==> src/rtl/and_gate_operand_sequencer.sv <==
// Operand sweep source for my_and_gate: walks every (a,b) pair in index order,
// holding each for HOLD_CYCLES valid clocks, with start/pause/done control.
module and_gate_operand_sequencer #(
    parameter int OPERAND_WIDTH = 1,
    parameter int HOLD_CYCLES   = 1,
    parameter int IDX_WIDTH     = 2 * OPERAND_WIDTH
) (
    input  logic                     clock_in,
    input  logic                     reset_n_in,
    input  logic                     start_in,
    input  logic                     pause_in,
    output logic [OPERAND_WIDTH-1:0] a_out,
    output logic [OPERAND_WIDTH-1:0] b_out,
    output logic                     valid_out,
    output logic [IDX_WIDTH-1:0]     vec_index_out,
    output logic                     last_out,
    output logic                     busy_out,
    output logic                     done_out
);

    if (OPERAND_WIDTH < 1 || OPERAND_WIDTH > 8) begin : g_bad_width
        $fatal(1, "OPERAND_WIDTH out of range 1..8");
    end
    if (HOLD_CYCLES < 1 || HOLD_CYCLES > 255) begin : g_bad_hold
        $fatal(1, "HOLD_CYCLES out of range 1..255");
    end
    if (IDX_WIDTH != 2 * OPERAND_WIDTH) begin : g_bad_idx
        $fatal(1, "IDX_WIDTH must equal 2*OPERAND_WIDTH");
    end

    localparam logic [7:0]           HOLD_MAX = 8'(HOLD_CYCLES - 1);
    localparam logic [IDX_WIDTH-1:0] K_MAX    = '1;

    typedef enum logic [1:0] {
        S_IDLE = 2'd0,
        S_RUN  = 2'd1,
        S_DONE = 2'd2
    } state_t;

    state_t               r_state, w_state_nxt;
    logic [IDX_WIDTH-1:0] r_k, w_k_nxt;
    logic [7:0]           r_cnt, w_cnt_nxt;
    logic                 r_valid, w_valid_nxt;
    logic                 r_last, w_last_nxt;
    logic                 r_busy, w_busy_nxt;
    logic                 r_done, w_done_nxt;

    always_ff @(posedge clock_in or negedge reset_n_in) begin
        if (!reset_n_in) begin
            r_state <= S_IDLE;
            r_k     <= '0;
            r_cnt   <= '0;
            r_valid <= 1'b0;
            r_last  <= 1'b0;
            r_busy  <= 1'b0;
            r_done  <= 1'b0;
        end else begin
            r_state <= w_state_nxt;
            r_k     <= w_k_nxt;
            r_cnt   <= w_cnt_nxt;
            r_valid <= w_valid_nxt;
            r_last  <= w_last_nxt;
            r_busy  <= w_busy_nxt;
            r_done  <= w_done_nxt;
        end
    end

    // A held (paused) edge defers its count step, so resuming edges
    // perform it and the paused cycles never count toward the hold.
    always_comb begin
        w_state_nxt = r_state;
        w_k_nxt     = r_k;
        w_cnt_nxt   = r_cnt;
        w_valid_nxt = r_valid;
        w_done_nxt  = r_done;
        unique case (r_state)
            S_IDLE, S_DONE: begin
                if (start_in) begin
                    w_state_nxt = S_RUN;
                    w_k_nxt     = '0;
                    w_cnt_nxt   = '0;
                    w_valid_nxt = 1'b1;
                    w_done_nxt  = 1'b0;
                end
            end
            S_RUN: begin
                if (pause_in) begin
                    w_valid_nxt = 1'b0;
                end else begin
                    w_valid_nxt = 1'b1;
                    if (r_cnt < HOLD_MAX) begin
                        w_cnt_nxt = r_cnt + 8'd1;
                    end else if (r_k != K_MAX) begin
                        w_k_nxt   = r_k + 1'b1;
                        w_cnt_nxt = '0;
                    end else begin
                        w_state_nxt = S_DONE;
                        w_k_nxt     = '0;
                        w_cnt_nxt   = '0;
                        w_valid_nxt = 1'b0;
                        w_done_nxt  = 1'b1;
                    end
                end
            end
            default: begin
                w_state_nxt = S_IDLE;
                w_k_nxt     = '0;
                w_cnt_nxt   = '0;
                w_valid_nxt = 1'b0;
                w_done_nxt  = 1'b0;
            end
        endcase
        w_last_nxt = w_valid_nxt && (w_k_nxt == K_MAX);
        w_busy_nxt = (w_state_nxt == S_RUN);
    end

    assign a_out         = r_k[OPERAND_WIDTH-1:0];
    assign b_out         = r_k[IDX_WIDTH-1:OPERAND_WIDTH];
    assign valid_out     = r_valid;
    assign vec_index_out = r_k;
    assign last_out      = r_last;
    assign busy_out      = r_busy;
    assign done_out      = r_done;

endmodule

==> config.mk <==
export PLATFORM = sky130hd
export DESIGN_NAME = and_gate_operand_sequencer
export DESIGN_NICKNAME = d
export VERILOG_FILES = /design/src/rtl/and_gate_operand_sequencer.sv
export SDC_FILE = /design/constraint.sdc
export NUM_CORES = 1
export LEC_CHECK = 0
export CAP_MARGIN = 10
export CORE_AREA = 2 2 39 41
export CTS_BUF_LIST = sky130_fd_sc_hd__clkbuf_8
export DETAILED_ROUTE_END_ITERATION = 10
export DIE_AREA = 0 0 41 43
export SYNTH_ARGS = -nofsm -noshare
export SYNTH_HDL_FRONTEND = slang
export SYNTH_SLANG_ARGS = --single-unit
==> constraint.sdc <==
create_clock -name clock_in -period 3.6 [get_ports clock_in]
set_input_delay 0.72 -clock clock_in [delete_from_list [all_inputs] [get_ports clock_in]]
set_output_delay 0.72 -clock clock_in [all_outputs]
set_load 0.1 [all_outputs]
==> impl_metrics.json, run 1 <==
{
  "clk_path_buf_depth": 2,
  "cts_buffers": 3,
  "critPathSlowestCell": "clkdlybuf4s50_1",
  "clk_pin_slew_ns": 0.04,
  "path_cells": "clkdlybuf4s50_1",
  "core.rowCount": 14,
  "critPathCaptureType": "output pin",
  "netlist_area_um2": 379.1,
  "final_hold_viol_count": 0,
  "ctsHtreeMaxLevel": 1,
  "finalCritPeriodShare": 0.7028,
  "fin_skew_ns": 0.002980,
  "via_count": 274,
  "antennaDiodeCount": 0,
  "gp_congestion": 0.6970,
  "layout-drive-gt1-share": 0.1628,
  "slew_headroom": 0.3570,
  "synthCells": 31,
  "syn_avg_cell_area_um2": 12.23,
  "dpl.hpwl_um": 479.2,
  "cts_tree": "built",
  "r2r_setup_slack_ns": 2.30,
  "fmax_mhz": 395.3,
  "io_buffers": 11,
  "min_to": "done_out",
  "io_pins": 12,
  "setup_viol": 0,
  "worst_slew_pin_slew_ns": 0.9616,
  "status": "completed",
  "r2r_end": "busy_out",
  "timing.rr.start": "vec_index_out[0]",
  "clock-sinks": 8,
  "die_w_um": 41,
  "post_cts_buffers": 0,
  "setup_tns_ns": 0,
  "cp_num_buf_inv": 1,
  "worstHoldStart": "done_out",
  "rsz0062_at_grt": "no",
  "wl_per_cell_um": 10.54,
  "core_area_um2": 1384,
  "detail-route-antenna-nets": 0,
  "final_cell_mix": "11 x clkdlybuf4s50_1, 8 x dfrtp_1, 3 x clkbuf_8",
  "fill_cells": 146,
  "cp.required_ns": 2.88,
  "clock-root-buffer": "clkbuf_8",
  "synth_fp_nets": 36,
  "min_path_cells": 2,
  "grt_start_max_net_pins": 9,
  "drtIter0Drc": 3,
  "layout_min_cycle_time_ns": 2.530,
  "worst_setup_path_start_kind": "flop",
  "cts_resized": 0,
  "drc": 0,
  "ys_types": 19,
  "syn_to_final_growth_pct": 41.25,
  "layout_commonest_cell": "clkdlybuf4s50_1",
  "die_y_um": 43,
  "ys_ff_latch": 8,
  "worstRegToRegCells": 4,
  "grt_pass1_wl_mm": 1.048,
  "seq_area_frac_synth": 0.5281,
  "fin_nets": 50,
  "critPathMaxStageDelay_ns": 1.16,
  "start_util": 0.2740,
  "grtUsageTotal": 0.09422,
  "overflow": 0,
  "ys_warn_count": 0,
  "postCtsHoldBufs": 0,
  "viasPerCell": 4.644,
  "path_delay_family": "buffers and inverters",
  "hold_path_class": "flop to flop",
  "cp_max_fo": 5,
  "drv_slew": 0,
  "antenna_found_initial": 0,
  "cap_viol_max_count": 0,
  "clock_latency_ns": 0.22,
  "drtPass1Iterations": 3,
  "critPathKind": "flop to output pin",
  "totalWireLength_um": 622,
  "die_area_um2": 1763,
  "critical_path_arrival_ns": 1.81,
  "grt_pass1_vias": 246
}
==> metrics by stage <==
stage	utilization	hold slack, ns	setup WS (ns)	cells	area, um2
after global placement	0.3571	0.4840	1.336	56	494.2
after CTS	0.3870	0.4994	1.061	59	535.5
final	0.3870	0.5039	1.070	59	535.5
after floorplan	-	0.4244	1.489	31	379.1
after detailed placement	0.3571	0.4840	1.316	56	494.2
after global routing	0.3870	0.5532	1.029	59	535.5
==> layer usage <==
metal  global-route usage  vias up  share of wire
met2               0.1156       10           0.46
met1               0.1258      130           0.46
met5                    0        -              0
met3              0.06283        0          0.077
met4              0.04000        0              0
li1                     -      134              -
==> worst max-delay path by stage <==
stage,depth (start not counted),endpoint,from
floorplan,1,vec_index_out[0],vec_index_out[0]
global placement,1,a_out,vec_index_out[0]
detailed placement,1,a_out,vec_index_out[0]
CTS,1,a_out,vec_index_out[0]
global route,1,a_out,vec_index_out[0]
finish,1,a_out,vec_index_out[0]
==> cell usage after synthesis <==
cell / n / share of area
or2_1: 2 / 0.033
o211a_1: 1 / 0.026
xnor2_1: 1 / 0.023
nor2b_4: 1 / 0.036
a22o_2: 1 / 0.026
o21ai_0: 1 / 0.013
ha_1: 1 / 0.033
nor2_1: 2 / 0.020
a21boi_1: 1 / 0.020
o21a_1: 1 / 0.020
a22o_1: 1 / 0.023
dfrtp_1: 8 / 0.53
and3b_1: 1 / 0.023
nand3b_1: 1 / 0.020
nor2b_1: 1 / 0.017
mux2_2: 2 / 0.059
buf_4: 2 / 0.040
nand2_1: 2 / 0.020
o31ai_1: 1 / 0.020
==> final cells by class <==
class / instances / area (um2) / area share
flip-flops and latches: 8 / 200.2 / 0.3738
multi-input cells: 21 / 163.9 / 0.3061
repair buffers: 11 / 110.1 / 0.2056
clock buffers: 3 / 41.29 / 0.07710
well taps: 16 / 20.02 / 0.03738
==> worst reg2reg max path: stages, from the launching register on <==
cell and delay [ns]:
dfrtp_1 0.42, ha_1 0.20, nor2b_1 0.22, nor2_1 0.08, mux2_2 0.26
==> kinds of logic (layout without fill, tap and decap cells) <==
| logic type | after synthesis | in the layout | share of synthesized area |
|---|---|---|---|
| compound gates | 7 | 7 | 0.1485 |
| buf+inv | 2 | 14 | 0.03959 |
| simple gates | 10 | 10 | 0.1683 |
| flops | 8 | 8 | 0.5280 |
| fa+ha+maj | 1 | 1 | 0.03300 |
| xor+xnor | 1 | 1 | 0.02311 |
| mux | 2 | 2 | 0.05940 |
==> sequential cells by signal, summed over array words and instances, names as in the netlist <==
name	count
busy_out	1
done_out	1
last_out	1
r_state	2
valid_out	1
vec_index_out	2
Power of run 1 is left out: the tool's default activity adds up to more than one toggle a clock period on the data nets, which glitch-free logic cannot reach.
==> inputs of run 2 (changes only) <==
==> constraint.sdc (replaced) <==
create_clock -name clock_in -period 2.1 [get_ports clock_in]
set_input_delay 0.42 -clock clock_in [delete_from_list [all_inputs] [get_ports clock_in]]
set_output_delay 0.42 -clock clock_in [all_outputs]
set_load 0.1 [all_outputs]
==> run 2 against run 1 <==
Sequential share of layout area increased by 1.5 points. Critical path depth unchanged. Routed wire length increased by 8.5%. Cell count unchanged. Count of clock-buffer cells in the layout unchanged. Utilization decreased by 1.4 points. Hold slack got worse by 0.030 ns. First-iteration DRC count decreased by 67%. Die area unchanged. Critical path type unchanged. Critical endpoint is now vec_index_out[0]. Largest cell class unchanged. Highest routed layer unchanged.
==> impl_metrics.json, run 2 (synthesis results as in run 1) <==
{
  "critPathCaptureType": "output pin",
  "rsz0062_at_grt": "no",
  "final_cell_mix": "8 x dfrtp_1, 8 x buf_4, 3 x clkbuf_8, 3 x clkdlybuf4s50_1",
  "cp_max_fo": 5,
  "finalCritPeriodShare": 0.6598,
  "antenna_found_initial": 0,
  "timing.rr.start": "vec_index_out[0]",
  "layout_min_cycle_time_ns": 1.386,
  "drtIter0Drc": 1,
  "viasPerCell": 4.610,
  "clk_path_buf_depth": 2,
  "post-route-util": 0.3725,
  "die_y_um": 43,
  "start_util": 0.2740,
  "drtPass1Iterations": 2,
  "r2r_end": "last_out",
  "grt_start_max_net_pins": 9,
  "cts_tree": "built",
  "final_hold_viol_count": 0,
  "cts_resized": 0,
  "slew_headroom": 0.7608,
  "fin_skew_ns": 0.002703,
  "worst_setup_path_start_kind": "flop",
  "wl_per_cell_um": 11.44,
  "clock_latency_ns": 0.22,
  "layout-drive-gt1-share": 0.3488,
  "critPathMaxStageDelay_ns": 0.42,
  "worst_slew_pin_slew_ns": 0.3577,
  "critPathKind": "flop to output pin",
  "die_area_um2": 1763,
  "fin_nets": 50,
  "cts_buffers": 3,
  "dpl.hpwl_um": 526.4,
  "ctsHtreeMaxLevel": 1,
  "path_cells": "buf_4",
  "clock-sinks": 8,
  "worstRegToRegCells": 4,
  "drv_slew": 0,
  "placedInstanceArea_um2": 474.2,
  "post_cts_buffers": 0,
  "critical_path_arrival_ns": 0.97,
  "core.rowCount": 14,
  "cap_viol_max_count": 0,
  "die_w_um": 41,
  "postCtsHoldBufs": 0,
  "clk_pin_slew_ns": 0.04,
  "io_buffers": 11,
  "cp_num_buf_inv": 1,
  "io_pins": 12,
  "crit_start": "vec_index_out[0]",
  "r2r_setup_slack_ns": 0.82,
  "path_delay_family": "flip-flops",
  "status": "completed",
  "crit_cells": 1,
  "setup_tns_ns": 0,
  "placedCellCount": 56,
  "antennaDiodeCount": 0,
  "hold_path_class": "primary input to async pin",
  "detail-route-antenna-nets": 0,
  "cp.required_ns": 1.68,
  "overflow": 0,
  "totalWireLength_um": 675,
  "drc": 0,
  "syn_to_final_growth_pct": 35.97,
  "clock-root-buffer": "clkbuf_8",
  "cp-endpoint": "vec_index_out[0]",
  "setup_viol": 0,
  "via_count": 272,
  "grt_pass1_wl_mm": 1.166,
  "gp_congestion": 0.7694,
  "critPathSlowestCell": "dfrtp_1",
  "final-instance-count-excl-fill": 59,
  "core_area_um2": 1384,
  "grt_pass1_vias": 274,
  "grtUsageTotal": 0.1081,
  "fin_area_um2": 515.5,
  "fmax_mhz": 721.7
}
## run 2: cell count changes in the layout (fill, tap and decap cells not counted), sizes merged
| cell | delta |
|---|---|
| clkdlybuf4s50 | -8 |
| buf | +8 |
## run 2: layout make-up
type                    count  area, um2
fillers                   145      868.3
flip-flops and latches      8      200.2
multi-input cells          21      163.9
repair buffers             11      90.09
clock buffers               3      41.29
well taps                  16      20.02
## run 2: metal layers
layer  part of all wire  global-route usage  vias up
met5                  0                   0        -
met4                  0             0.06000        0
met3               0.10             0.07853        0
met2               0.48              0.1375       12
met1               0.41              0.1279      127
li1                   -                   -      133
## run 2: worst min path at each step
| stage | startpoint | to | slack (ns) | depth (start not counted) |
|---|---|---|---|---|
| 5_1_grt | reset_n_in | r_state[1] | 0.52 | 1 |
| 3_3_place_gp | done_out | done_out | 0.49 | 2 |
| 4_1_cts | reset_n_in | r_state[1] | 0.49 | 1 |
| 2_1_floorplan | reset_n_in | busy_out | 0.12 | 0 |
| 6_report | reset_n_in | busy_out | 0.47 | 1 |
| 3_5_place_dp | done_out | done_out | 0.49 | 2 |
## run 2: metrics by stage
step,hold WS [ns],setup WS (ns)
floorplan,0.1244,0.2366
global placement,0.4866,0.5039
detailed placement,0.4860,0.5069
CTS,0.4930,0.6896
global route,0.5195,0.6523
finish,0.4735,0.7145
Power of run 2 is left out for the same reason.
